--- src/rtl/multicycle_ctrl.sv ---
// Multicycle RV32I control FSM: sequences fetch/decode/exec/mem/writeback and
// raises datapath strobes, with a memory-wait watchdog that traps on timeout.
module multicycle_ctrl #(
    parameter int unsigned TIMEOUT = 255
) (
    input  logic        clk,
    input  logic        rst,
    input  logic [6:0]  opcode,
    input  logic [2:0]  funct3,
    input  logic        branch_taken,
    input  logic        mem_ready,
    output logic        mem_req,
    output logic        mem_we,
    output logic        ir_we,
    output logic        pc_we,
    output logic [1:0]  pc_sel,
    output logic        alu_a_sel,
    output logic        alu_b_sel,
    output logic        reg_we,
    output logic [1:0]  wb_sel,
    output logic [2:0]  state,
    output logic        halted,
    output logic [31:0] instret
);

    typedef enum logic [2:0] {
        StFetch  = 3'd0,
        StDecode = 3'd1,
        StExec   = 3'd2,
        StMem    = 3'd3,
        StWb     = 3'd4,
        StTrap   = 3'd5
    } state_e;

    localparam logic [6:0] OpR      = 7'b0110011;
    localparam logic [6:0] OpImm    = 7'b0010011;
    localparam logic [6:0] OpLoad   = 7'b0000011;
    localparam logic [6:0] OpStore  = 7'b0100011;
    localparam logic [6:0] OpBranch = 7'b1100011;
    localparam logic [6:0] OpJal    = 7'b1101111;
    localparam logic [6:0] OpJalr   = 7'b1100111;
    localparam logic [6:0] OpLui    = 7'b0110111;
    localparam logic [6:0] OpAuipc  = 7'b0010111;
    localparam logic [6:0] OpFence  = 7'b0001111;
    localparam logic [6:0] OpSystem = 7'b1110011;

    localparam int unsigned CW = ($clog2(TIMEOUT + 1) > 8) ? $clog2(TIMEOUT + 1) : 8;
    localparam logic [CW-1:0] WaitLast = CW'(TIMEOUT - 1);

    state_e        r_state, w_state_d;
    logic [6:0]    r_op;
    logic [2:0]    r_f3;
    logic [CW-1:0] r_wait, w_wait_d;
    logic [31:0]   r_instret;
    logic          w_retire;
    logic          w_waiting;

    // funct3 is latched for datapath visibility but does not steer any strobe.
    logic w_unused;
    assign w_unused = ^r_f3;

    function automatic logic is_legal(input logic [6:0] op);
        case (op)
            OpR, OpImm, OpLoad, OpStore, OpBranch, OpJal, OpJalr,
            OpLui, OpAuipc, OpFence, OpSystem: is_legal = 1'b1;
            default:                           is_legal = 1'b0;
        endcase
    endfunction

    always_comb begin
        w_state_d = r_state;
        mem_req   = 1'b0;
        mem_we    = 1'b0;
        ir_we     = 1'b0;
        pc_we     = 1'b0;
        pc_sel    = 2'd0;
        alu_a_sel = 1'b0;
        alu_b_sel = 1'b0;
        reg_we    = 1'b0;
        wb_sel    = 2'd0;
        case (r_state)
            StFetch: begin
                mem_req = 1'b1;
                if (mem_ready) begin
                    ir_we     = 1'b1;
                    pc_we     = 1'b1;
                    w_state_d = StDecode;
                end else if (r_wait == WaitLast) begin
                    w_state_d = StTrap;
                end
            end
            StDecode: w_state_d = is_legal(opcode) ? StExec : StTrap;
            StExec: begin
                case (r_op)
                    OpR:                 w_state_d = StWb;
                    OpImm: begin
                        alu_b_sel = 1'b1;
                        w_state_d = StWb;
                    end
                    OpLoad, OpStore: begin
                        alu_b_sel = 1'b1;
                        w_state_d = StMem;
                    end
                    OpBranch: begin
                        pc_we     = branch_taken;
                        pc_sel    = 2'd1;
                        w_state_d = StFetch;
                    end
                    OpJal: begin
                        pc_we     = 1'b1;
                        pc_sel    = 2'd1;
                        w_state_d = StWb;
                    end
                    OpJalr: begin
                        alu_b_sel = 1'b1;
                        pc_we     = 1'b1;
                        pc_sel    = 2'd2;
                        w_state_d = StWb;
                    end
                    OpLui:               w_state_d = StWb;
                    OpAuipc: begin
                        alu_a_sel = 1'b1;
                        alu_b_sel = 1'b1;
                        w_state_d = StWb;
                    end
                    OpFence:             w_state_d = StFetch;
                    default:             w_state_d = StTrap;
                endcase
            end
            StMem: begin
                mem_req = 1'b1;
                mem_we  = (r_op == OpStore);
                if (mem_ready) begin
                    w_state_d = (r_op == OpStore) ? StFetch : StWb;
                end else if (r_wait == WaitLast) begin
                    w_state_d = StTrap;
                end
            end
            StWb: begin
                reg_we = 1'b1;
                case (r_op)
                    OpLoad:        wb_sel = 2'd1;
                    OpJal, OpJalr: wb_sel = 2'd2;
                    OpLui:         wb_sel = 2'd3;
                    default:       wb_sel = 2'd0;
                endcase
                w_state_d = StFetch;
            end
            default: w_state_d = StTrap;
        endcase
        // Reset holds the state at FETCH, so strobes must be masked explicitly.
        if (rst) begin
            mem_req = 1'b0;
            mem_we  = 1'b0;
            ir_we   = 1'b0;
            pc_we   = 1'b0;
            reg_we  = 1'b0;
        end
    end

    assign w_retire  = (w_state_d == StFetch) &&
                       (r_state == StExec || r_state == StMem || r_state == StWb);
    assign w_waiting = (r_state == StFetch || r_state == StMem) && !mem_ready;

    always_comb begin
        w_wait_d = r_wait;
        if (w_state_d != r_state && (w_state_d == StFetch || w_state_d == StMem)) begin
            w_wait_d = '0;
        end else if (w_waiting) begin
            w_wait_d = r_wait + 1'b1;
        end
    end

    always_ff @(posedge clk or posedge rst) begin
        if (rst) begin
            r_state   <= StFetch;
            r_wait    <= '0;
            r_op      <= '0;
            r_f3      <= '0;
            r_instret <= '0;
        end else begin
            r_state <= w_state_d;
            r_wait  <= w_wait_d;
            if (r_state == StDecode) begin
                r_op <= opcode;
                r_f3 <= funct3;
            end
            if (w_retire) begin
                r_instret <= r_instret + 32'd1;
            end
        end
    end

    assign state   = r_state;
    assign halted  = (r_state == StTrap);
    assign instret = r_instret;

endmodule
--- config.mk ---
export PLATFORM = sky130hd
export DESIGN_NAME = multicycle_ctrl
export DESIGN_NICKNAME = d
export VERILOG_FILES = /design/src/rtl/multicycle_ctrl.sv
export SDC_FILE = /design/constraint.sdc
export NUM_CORES = 1
export LEC_CHECK = 0
export ABC_AREA = 1
export CAP_MARGIN = 10
export CORE_AREA = 2 2 104 106
export CTS_CLUSTER_SIZE = 12
export DETAILED_ROUTE_END_ITERATION = 8
export DIE_AREA = 0 0 106 108
export PLACE_DENSITY = 0.6
export SLEW_MARGIN = 20
export SYNTH_ARGS = -nofsm -noshare
export SYNTH_HDL_FRONTEND = slang
export SYNTH_SLANG_ARGS = --single-unit
--- constraint.sdc ---
create_clock -name clk -period 5.35 [get_ports clk]
set_input_delay 1.07 -clock clk [delete_from_list [all_inputs] [get_ports clk]]
set_output_delay 1.07 -clock clk [all_outputs]
set_load 0.05 [all_outputs]
# == Word level (Yosys, flattened, before mapping) ==
# Cells that the tools add are included.
# totals
reg_bits,50
out_inout_bits,47
in_bits,14
# classes
eq_ne,29
addsub,2
reduce_logical,19
mux,31
# ops
op,count
"7-bit == test, second input constant",7
"7-bit by 6-bit == test with 1-bit output, second input constant",6
"32-bit by 1-bit adder with 32-bit output, second input constant",1
"7-bit by 5-bit == test with 1-bit output, second input constant",4
1-bit 2-to-1 mux,16
8-bit 2-to-1 mux,2
3-bit 2-to-1 mux,5
3-bit case mux with 5 select lines,1
"7-bit by 2-bit == test with 1-bit output, second input constant",2
"7-bit by 4-bit == test with 1-bit output, second input constant",2
11-bit OR reduction,1
2-bit OR reduction,5
"3-bit by 2-bit == test with 1-bit output, second input constant",3
3-bit case mux with 3 select lines,1
"8-bit by 1-bit adder with 8-bit output, second input constant",1
"8-bit == test, second input constant",1
"3-bit == test, second input constant",2
3-bit logical NOT,2
2-bit case mux with 3 select lines,1
6-bit OR reduction,1
5-bit OR reduction,1
1-bit logical OR,4
2-bit 2-to-1 mux,2
1-bit case mux with 2 select lines,2
6 further kinds,8

# == Logic depth before layout (Yosys ltp) ==
# Gate-level depths: netlist of the first run.
# depth
depth_word,10
ltp_mapped,14

# == Worst setup path after synthesis of the first run ==
# OpenSTA, ideal clock, no wires.
# synth_path
path_kind,input-to-output
startpoint,input rst
endpoint,output pc_we
path_buffers,0
t_arrival_ps,3068
required_time_ps,4280
path_slack_ps,1212
path_stages,3
cell_sequence,inv_1 nand2_1 o22ai_1
# synth_between
elab_chain_cells,1
# synth_lines
item,line,source
from (decl),7,"input logic rst,"
1-bit 2-to-1 mux,152,if (rst) begin
to (decl),15,"output logic pc_we,"
# Every way passes these cells.

# == Final worst setup path of the first run ==
# layout_path
startpoint,input mem_ready
endpoint,output pc_we
# layout_between
elab_chain_cells,3
# layout_lines
item,line,source
from (decl),11,"input logic mem_ready,"
1-bit 2-to-1 mux,84,if (mem_ready) begin
1-bit case mux with 2 select lines,81,case (r_state)
1-bit 2-to-1 mux,152,
# Every way passes these cells.

==> summary.md, run 1 <==
| Metric | Value |
|---|---|
| Syn Inst Count | `471` |
| Unrepaired setup endpoints after global routing | `false` |
| Die height | `108 um` |
| Storage element area | `1250 um2` |
| Crit end category | `output pin` |
| P_leak | `1.69 nW` |
| Crit-path cells | `clkdlybuf4s50_1 > nand2_1 > o22ai_1 > clkdlybuf4s50_1` |
| Ratio of final minimum period to clock period | `72.6%` |
| Total clock sinks | `50` |
| Final min period | `3.88 ns` |
| Critical Path AT | `2.81 ns` |
| Core footprint | `10,200 um2` |
| Crit Path Class | `primary input to output pin` |
| Yosys cell types | `31` |
| Pwr per Cell Area | `145 nW/um2` |
| Final Max Slew Viols | `0` |
| Via count of the first global-routing pass | `3,078` |
| Final setup vio count | `0` |
| Initial antenna violation count | `0` |
| Diode count | `0` |
| Largest family of logic cells by synthesized area | `simple AND/OR/NAND/NOR gates` |
| Yosys warning count | `0` |
| Nets | `543` |
| Skew-Pair Late Insertion Delay | `0.31 ns` |
| GRT Total Usage | `15.6%` |
| GPL Wtd Cong | `0.956` |
| Buffers & Inverters on Critical Path | `2` |
| Final Hold Vio Count | `0` |
| Filler cells | `1,025` |
| Critical Path Most Common Cell | `clkdlybuf4s50_1` |
| F_max | `257 MHz` |
| Synthesized cell area | `3540 um2` |
| Average wire per standard cell | `12.7 um` |
| Pre-antenna DRT Iters | `4` |
| Status | `finished clean` |
| CTS root buffer | `clkbuf_8` |
| Via density | `4.84` |
| IO buf count | `57` |
| Layout cells sized above 1 | `17.1%` |
| Register area share after synthesis | `35.3%` |
| Ys async rst share | `100%` |
| Min-delay worst type | `register to register` |
| Max IR drop VDD | `99.4 uV` |
| Post-DP HPWL | `6.39 mm` |
| Final ANT Viol Nets | `0` |
| Final core utilization | `42.0%` |
| Total gr overflow | `0` |
| Synth Area in Compound Gates | `11.2%` |
| Clock Skew | `0.00728 ns` |
| Setup_tns | `0 ns` |
| Pin count of the biggest net entering global routing | `64` |
| Post-synthesis mux area share | `0%` |
| Post-Place Cells | `655` |
| Flop-to-flop setup slack | `2.48 ns` |
| Cts bufs inserted | `5` |
| Syn Nets | `488` |
| #FFs+latches synth | `50` |
| Max stage delay on crit path | `0.83 ns` |
| Die area | `11,400 um2` |
| Synth Flop Type | `dfrtp_1` |
| Synth Area in Simple Gates | `34.1%` |
| Post-Layout Cell Count | `663` |
| Area delta synth->final | `21.3%` |
| Post-CTS resize count | `0` |
| Number of synthesized flops with an enable pin | `0` |
| Critical Path Source Type | `primary input` |
| Vias | `3,207` |
| CP top delay family | `buffers and inverters` |
| Crit Path Max Fanout | `7` |
| Max-cap violations | `0` |
| DRT Wirelength | `8.43 mm` |
| Post CTS Setup Buffer Count | `0` |
| Ports | `61` |
| Residual DRC | `0` |
| First-pass GRT wire length | `14.5 mm` |
| Initial core utilization | `34.6%` |
| Fraction of the mapped netlist area in adder cells | `1.06%` |
| Cts hold-fix bufs | `0` |
| Max clock buf depth | `2` |
| Slew HR | `32.5%` |
| TritonCTS clock tree | `built` |
| Worst slew pin tran | `1.01 ns` |
| Multi-input logic area | `1970 um2` |
| XOR/XNOR share of the synthesized area | `9.15%` |
| H-tree depth | `2` |
| Syn Area/Cell | `7.52 um2` |
| Clk pin slew, worst setup/hold paths | `0.09 ns` |
| DR iter-0 viols | `116` |
| Standard-cell rows | `37` |
| Critical path required time | `4.28 ns` |
| Critical path's slowest cell | `clkdlybuf4s50_1` |
| Die Span X | `106 um` |
-- sequential cells by signal, summed over array words and instances, names as in the netlist --
signal,cells
r_wait,8
instret,32
r_op,7
state,3
-- worst reg2reg max path: cells and delay by family (launching register included) --
family	cells	cell delay [ns]
buffers and inverters	2	0.15
DFF	1	0.50
AOI/OAI and AO/OA	1	0.21
and+or+nand+nor	6	1.86
-- layout make-up --
type | count | share of cell area, %
multi-input cells | 347 | 45.8
flip-flops and latches | 50 | 29.1
clock inverters | 3 | 0.495
repair buffers | 58 | 13.4
inverters | 64 | 5.62
clock buffers | 5 | 1.60
well taps | 136 | 3.96
-- stage by stage --
stage / cell area, um2 / hold WS (ns) / worst slack, ns / power (mW)
after global placement: 4210 / 0.478 / 1.48 / 0.408
after global routing: 4300 / 0.545 / 1.44 / 0.652
after detailed placement: 4210 / 0.483 / 1.50 / 0.408
after floorplan: 3540 / 0.461 / 1.21 / 0.395
final: 4300 / 0.500 / 1.47 / 0.624
after CTS: 4300 / 0.507 / 1.48 / 0.635
-- layout by cell type, fill, tap and decap left out --
cell type	netlist	routed
clkbuf_8	0	5
nor2_1	50	50
clkinvlp_4	0	1
nor2_4	3	3
nand2_4	1	1
o22ai_1	1	1
nor2_2	2	2
o21ai_0	10	10
o21ai_2	29	29
o21ai_1	1	1
nand2_2	36	36
inv_1	59	58
xnor2_1	14	14
nor3_4	1	1
dfrtp_1	50	50
a21oi_1	14	14
xor2_1	23	23
nand3_1	18	18
nand3_2	1	1
buf_4	0	1
inv_2	4	5
clkinv_4	0	1
and2_0	1	1
nor4_1	8	8
nor3_2	1	1
clkdlybuf4s50_1	0	57
nor3_1	12	12
clkinv_2	1	2
ha_1	3	3
nand2_1	97	97
nand3_4	1	1
a31oi_1	2	2
nand4_1	18	18
-- cells by family after synthesis --
| family | after synthesis |
|---|---|
| simple gates | 250 |
| buf+inv | 74 |
| compound gates | 57 |
| flops | 50 |
| xor+xnor | 37 |
| fa+ha+maj | 3 |
-- per-layer routing --
layer	track usage, %	vias to the layer above	wire (um)
met2	27.1	97	3940
met1	20.0	1489	3960
met5	0	-	0
met4	4.42	0	162
li1	-	1611	-
met3	2.65	10	356
-- Yosys cell counts (all sizes together), types with 7 or more instances --
cell,instances,share of area (%)
nand3,20,3.3
nand4,18,3.2
xnor2,14,3.5
buf,7,2.0
xor2,23,5.7
a21oi,14,2.0
nand2,134,17
inv,63,6.7
dfrtp,50,35
nor4,8,1.4
o21ai,40,8.7
nor2,55,6.6
nor3,14,2.4
-- path summary, 6_finish.rpt --
| path | to | depth (start not counted) | startpoint |
|---|---|---|---|
| max in group asynchronous | instret[14] | 3 | rst |
| hold reg to reg | r_op[1] | 2 | r_op[1] |
| min in group asynchronous | r_wait[6] | 3 | rst |
| setup / recovery | pc_we | 4 | mem_ready |
| setup reg to reg | instret[30] | 9 | state[0] |
| hold / removal | r_op[1] | 2 | r_op[1] |
-- power by group --
| part | total [mW] | switching, mW | internal [mW] |
|---|---|---|---|
| Combinational | 0.0221 | 0.0136 | 0.00847 |
| Sequential | 0.378 | 0 | 0.378 |
| Clock | 0.225 | 0.133 | 0.0922 |
No activity file was read; power rests on OpenSTA's default activity.
==> run 2, diff against run 1 <==
- clock period: 5.35 -> 3.8 ns (I/O delays scaled with it)
==> run 2 against run 1 <==
Net effect:
- non-clock buffer count rose by 2
- sequential power is 41% higher
- sequential share of layout area fell by 0.18 points
- flip-flop and latch count is the same
- routed wire length grew 0.61%
- hold slack improved by 0.0046 ns
- cell count increased by 0.30%
- global-route usage is 0.093 points higher
- clock power increased by 43%
- critical path type unchanged
- highest routed layer unchanged
==> summary.md, run 2 (same netlist as run 1, synthesis figures left out) <==
| Metric | Value |
|---|---|
| Post-Layout Cell Count | `665 (was 663)` |
| Die height | `108 um (unchanged)` |
| Final ANT Viol Nets | `0 (unchanged)` |
| Via density | `4.81 (was 4.84)` |
| Residual DRC | `0 (unchanged)` |
| Total gr overflow | `0 (unchanged)` |
| Cts hold-fix bufs | `0 (unchanged)` |
| Slew HR | `39.1% (was 32.5%)` |
| R2r worst-path depth | `11 (was 9)` |
| Layout cells sized above 1 | `17.4% (was 17.1%)` |
| Critical Path Most Common Cell | `clkdlybuf4s50_1 (unchanged)` |
| Multi-input logic area | `1970 um2 (unchanged)` |
| Max stage delay on crit path | `0.82 ns (was 0.83 ns)` |
| Critical path required time | `3.04 ns (was 4.28 ns)` |
| Commonest non-fill, non-tap cells in the layout | `nand2_1, inv_1, clkdlybuf4s50_1 (unchanged)` |
| Max clock buf depth | `2 (unchanged)` |
| Initial core utilization | `34.6% (unchanged)` |
| F_max | `314 MHz` |
| Post-CTS resize count | `0 (unchanged)` |
| RR Startpoint | `state[0] (unchanged)` |
| Most common cell after layout, fill and taps aside | `nand2_1 (unchanged)` |
| Unrepaired setup endpoints after global routing | `false (unchanged)` |
| Post CTS Setup Buffer Count | `0 (unchanged)` |
| Area delta synth->final | `22.0% (was 21.3%)` |
| TritonCTS clock tree | `built (unchanged)` |
| Cts bufs inserted | `5 (unchanged)` |
| Max IR drop VDD | `106 uV (was 99.4 uV)` |
| Hold path startpoint | `r_op[1] (unchanged)` |
| Standard-cell rows | `37 (unchanged)` |
| GPL Wtd Cong | `0.979 (was 0.956)` |
| Storage element area | `1250 um2 (unchanged)` |
| Vias | `3,201 (was 3,207)` |
| GRT Total Usage | `15.7% (was 15.6%)` |
| Critical Path AT | `2.42 ns (was 2.81 ns)` |
| Core footprint | `10,200 um2 (unchanged)` |
| Via count of the first global-routing pass | `3,106 (was 3,078)` |
| Total clock sinks | `50 (unchanged)` |
| Max-cap violations | `0 (unchanged)` |
| Die area | `11,400 um2 (unchanged)` |
| Filler cells | `1,070 (was 1,025)` |
| Crit Path Max Fanout | `7 (unchanged)` |
| Clk pin slew, worst setup/hold paths | `0.09 ns (about the same)` |
| Skew-Pair Late Insertion Delay | `0.30 ns (was 0.31 ns)` |
| H-tree depth | `2 (unchanged)` |
| Nets | `545 (was 543)` |
| Final core utilization | `42.3% (was 42.0%)` |
| Worst slew pin tran | `0.914 ns (was 1.01 ns)` |
| Flop-to-flop setup slack | `1.29 ns (was 2.48 ns)` |
| Clock Skew | `0.00519 ns (was 0.00728 ns)` |
| CTS root buffer | `clkbuf_8 (unchanged)` |
| IO buf count | `57 (unchanged)` |
| Post-DP HPWL | `6.53 mm (was 6.39 mm)` |
| Final setup vio count | `0 (unchanged)` |
| Final min period | `3.18 ns` |
| Final Hold Vio Count | `0 (unchanged)` |
| Min-delay worst type | `register to register (unchanged)` |
| Status | `finished clean (unchanged)` |
| Max reg flops | `32 (unchanged)` |
| Hold Path Stages | `2 (unchanged)` |
| First-pass GRT wire length | `14.6 mm (was 14.5 mm)` |
| Pin count of the biggest net entering global routing | `64 (unchanged)` |
| Crit end category | `output pin (unchanged)` |
| Crit Path Class | `primary input to output pin (unchanged)` |
| Critical path's slowest cell | `clkdlybuf4s50_1 (unchanged)` |
| Pwr per Cell Area | `204 nW/um2 (was 145 nW/um2)` |
| Crit-path cells | `clkdlybuf4s50_1 > nand2_1 > nor2_1 > clkdlybuf4s50_1 (was clkdlybuf4s50_1 > nand2_1 > o22ai_1 > clkdlybuf4s50_1)` |
| Diode count | `0 (unchanged)` |
| DR iter-0 viols | `145 (was 116)` |
| Setup_tns | `0 ns (unchanged)` |
| Die Span X | `106 um (unchanged)` |
| Ports | `61 (unchanged)` |
| R2R Path End | `instret[30] (unchanged)` |
| DRT Wirelength | `8.48 mm (was 8.43 mm)` |
| Post-Place Cells | `657 (was 655)` |
| Min-Delay Endpoint | `r_op[1] (unchanged)` |
| P_leak | `1.71 nW (was 1.69 nW)` |
| Critical Path Source Type | `primary input (unchanged)` |
| Pre-antenna DRT Iters | `4 (unchanged)` |
| Initial antenna violation count | `0 (unchanged)` |
| Ratio of final minimum period to clock period | `83.8%` |
| Final Max Slew Viols | `0 (unchanged)` |
| Average wire per standard cell | `12.7 um (about the same)` |
## run 2: cell count changes in the layout (fill, tap and decap cells not counted)
cell             change
clkdlybuf4s50_1      -1
clkinvlp_4           -1
clkbuf_8             +1
buf_4                +2
clkbuf_1             +1
clkinv_4             -1
buf_12               +1
## run 2: cell type report
class,instances,share of cell area [%]
sequential,50,28.9
clock inverter,1,0.116
tap,136,3.94
multi-input combinational,347,45.5
inverter,64,5.58
timing repair buffer,60,13.9
clock buffer,7,2.00
## run 2: report_power, final
part           internal, mW  total, mW  switching, mW
clock network         0.147      0.321          0.173
logic                0.0119     0.0310         0.0190
registers             0.532      0.532              0
## run 2: worst max path at each step
stage | slack, ns | start | end
floorplan | 0.28 | rst | pc_we
global placement | 0.61 | opcode[4] | instret[30]
detailed placement | 0.55 | opcode[4] | instret[30]
CTS | 0.58 | mem_ready | ir_we
global route | 0.50 | mem_ready | ir_we
finish | 0.62 | mem_ready | ir_we
## run 2: through the flow
| step | hold WS (ns) | setup slack, ns | cell area [um2] | power (mW) |
|---|---|---|---|---|
| floorplan | 0.461 | 0.282 | 3540 | 0.556 |
| global placement | 0.478 | 0.608 | 4230 | 0.574 |
| detailed placement | 0.486 | 0.545 | 4230 | 0.574 |
| CTS | 0.509 | 0.585 | 4320 | 0.904 |
| global route | 0.541 | 0.501 | 4320 | 0.928 |
| finish | 0.504 | 0.617 | 4320 | 0.883 |
## run 2: worst max-delay path: cells and delay by family
family / cells / cell delay [ns]
buffers and inverters: 2 / 1.44
AND/OR/NAND/NOR: 2 / 0.22
## run 2: metal layers
metal	GRT usage, %	routed length [um]	part of all wire [%]
met1	19.9	3910	46
met2	27.6	4060	48
met3	2.77	382	4.5
met4	4.23	116	1.4
met5	0	0	0
==> run 3, diff against run 2 <==
- PLACE_DENSITY: 0.6 -> 0.62
- clock period: 3.8 -> 2.8 ns (I/O delays scaled with it)
==> run 3 against run 2 <==
Net effect:
- critical path depth is 1 lower
- power rose by 44%
- combinational power grew 36%
- die area stayed put
- global-route usage decreased by 0.29 points
- core utilization rose by 0.26 points
- routed wire length fell by 2.2%
- cell count is the same
- final area up 0.61%
- critical path type is now register to output pin
==> summary.md, run 3 (same netlist as run 1, synthesis figures left out) <==
| Metric | Value |
|---|---|
| Max-cap violations | `0 (unchanged)` |
| DR iter-0 viols | `122 (was 145)` |
| Average wire per standard cell | `12.5 um (was 12.7 um)` |
| Cts hold-fix bufs | `0 (unchanged)` |
| Cts bufs inserted | `5 (unchanged)` |
| Hold path startpoint | `r_op[0] (was r_op[1])` |
| Die area | `11,400 um2 (unchanged)` |
| Pwr per Cell Area | `292 nW/um2 (was 204 nW/um2)` |
| DRT Wirelength | `8.29 mm (was 8.48 mm)` |
| Overall power | `1.27 mW (was 883 uW)` |
| Pre-antenna DRT Iters | `4 (unchanged)` |
| Pin count of the biggest net entering global routing | `64 (unchanged)` |
| Skew-Pair Late Insertion Delay | `0.30 ns (about the same)` |
| Initial antenna violation count | `0 (unchanged)` |
| Final setup vio count | `0 (unchanged)` |
| Residual DRC | `0 (unchanged)` |
| Nets | `545 (unchanged)` |
| Diode count | `0 (unchanged)` |
| Post-DP HPWL | `6.41 mm (was 6.53 mm)` |
| Initial core utilization | `34.6% (unchanged)` |
| Ports | `61 (unchanged)` |
| Max reg flops | `32 (unchanged)` |
| Crit Path Max Fanout | `6 (was 7)` |
| CP top delay family | `buffers and inverters (unchanged)` |
| Max IR drop VDD | `271 uV (was 106 uV)` |
| Area delta synth->final | `22.8% (was 22.0%)` |
| Clock Skew | `0.00694 ns (was 0.00519 ns)` |
| Final min period | `2.47 ns` |
| Multi-input logic area | `1970 um2 (unchanged)` |
| TritonCTS clock tree | `built (unchanged)` |
| Total clock sinks | `50 (unchanged)` |
| Vias | `3,131 (was 3,201)` |
| Final Max Slew Viols | `0 (unchanged)` |
| Flop-to-flop setup slack | `0.54 ns (was 1.29 ns)` |
| GPL Wtd Cong | `0.907 (was 0.979)` |
| Layout cells sized above 1 | `19.3% (was 17.4%)` |
| Ratio of final minimum period to clock period | `88.3%` |
| Die height | `108 um (unchanged)` |
| Crit-path cells | `inv_2 > nor3_1 > clkdlybuf4s50_1 (was clkdlybuf4s50_1 > nand2_1 > nor2_1 > clkdlybuf4s50_1)` |
| RR Startpoint | `state[0] (unchanged)` |
| Critical path required time | `2.24 ns (was 3.04 ns)` |
| Storage element area | `1250 um2 (unchanged)` |
| CTS root buffer | `clkbuf_8 (unchanged)` |
| P_leak | `1.76 nW (was 1.71 nW)` |
| Final ANT Viol Nets | `0 (unchanged)` |
| GRT Total Usage | `15.4% (was 15.7%)` |
| H-tree depth | `2 (unchanged)` |
| Min-delay worst type | `register to register (unchanged)` |
| Standard-cell rows | `37 (unchanged)` |
| Crit Path Class | `register to output pin (was primary input to output pin)` |
| Clk pin slew, worst setup/hold paths | `0.09 ns (about the same)` |
| Core footprint | `10,200 um2 (unchanged)` |
| Final core utilization | `42.5% (was 42.3%)` |
| Filler cells | `1,049 (was 1,070)` |
| Status | `finished clean (unchanged)` |
| Critical path's slowest cell | `clkdlybuf4s50_1 (unchanged)` |
| Crit end category | `output pin (unchanged)` |
| Total gr overflow | `0 (unchanged)` |
| Slew HR | `56.7% (was 39.1%)` |
| Most common cell after layout, fill and taps aside | `nand2_1 (unchanged)` |
| Critical Path Source Type | `register (was primary input)` |
| Via count of the first global-routing pass | `3,009 (was 3,106)` |
| Max clock buf depth | `2 (unchanged)` |
| Setup_tns | `0 ns (unchanged)` |
| Via density | `4.71 (was 4.81)` |
| Hold Path Stages | `2 (unchanged)` |
| Worst slew pin tran | `0.650 ns (was 0.914 ns)` |
| Final Hold Vio Count | `0 (unchanged)` |
| R2R Path End | `instret[30] (unchanged)` |
| IO buf count | `57 (unchanged)` |
| Critical Path AT | `1.91 ns (was 2.42 ns)` |
| R2r worst-path depth | `10 (was 11)` |
| Die Span X | `106 um (unchanged)` |
| Unrepaired setup endpoints after global routing | `false (unchanged)` |
| First-pass GRT wire length | `14.3 mm (was 14.6 mm)` |
| Buffers & Inverters on Critical Path | `2 (unchanged)` |
| Commonest non-fill, non-tap cells in the layout | `nand2_1, inv_1, nor2_1, dfrtp_1, clkdlybuf4s50_1 (was nand2_1, inv_1, clkdlybuf4s50_1)` |
| F_max | `404 MHz` |
| Max stage delay on crit path | `0.83 ns (was 0.82 ns)` |
| Min-Delay Endpoint | `r_op[0] (was r_op[1])` |
## run 3: final cells by class
class / instances / area share (%)
clock buffers: 5 / 1.58
flip-flops and latches: 50 / 28.8
well taps: 136 / 3.91
clock inverters: 3 / 0.920
multi-input cells: 347 / 45.2
inverters: 64 / 5.64
repair buffers: 60 / 14.0
## run 3: report_power, final
group | leakage, nW | internal [mW] | switching (mW) | total [mW]
combinational | 1.05 | 0.0162 | 0.0261 | 0.0423
clock | 0.0579 | 0.263 | 0.244 | 0.507
sequential | 0.652 | 0.721 | 0 | 0.721
total | 1.76 | 1.00 | 0.270 | 1.27
## run 3: worst max path at each step
stage / from / endpoint / slack, ns / cells after the start
floorplan: state[1] / alu_a_sel / 0.02 / 4
global placement: opcode[4] / instret[30] / 0.18 / 13
detailed placement: opcode[4] / instret[30] / 0.14 / 13
CTS: state[2] / pc_sel[1] / 0.03 / 6
global route: state[0] / halted / 0.18 / 3
finish: state[0] / halted / 0.33 / 3
## run 3: worst reg2reg max path, stage by stage (launching register included)
cell     delay (ns)
dfrtp_1        0.50
inv_2          0.09
nor3_2         0.38
nand2_1        0.20
nand2_1        0.17
nor2_1         0.07
nand2_2        0.08
inv_2          0.06
nand3_4        0.08
buf_12         0.32
o21ai_0        0.18
## run 3: per-stage QoR
stage	area [um2]	hold slack, ns	std cells	setup slack, ns
2_1_floorplan	3550	0.461	471	0.0186
3_3_place_gp	4240	0.478	657	0.182
3_5_place_dp	4240	0.487	657	0.137
4_1_cts	4350	0.515	665	0.0323
5_1_grt	4350	0.544	665	0.184
6_report	4350	0.506	665	0.327
## run 3: routing by layer
layer  up-vias  wire length, um  track usage [%]  share of wire, %
met5         -                0                0                 0
met4         0              106             3.67               1.3
met3         9              324             2.95               3.9
met2        67             3900             26.5                47
met1      1434             3970             20.1                48
li1       1621                -                -                 -
## run 3: repair_timing
| item | 4_1_cts | 5_1_grt |
|---|---|---|
| endpoints found under the setup margin | 0 | 1 |
| gates resized for setup | 0 | 1 |
| buffers inserted | 0 | 0 |
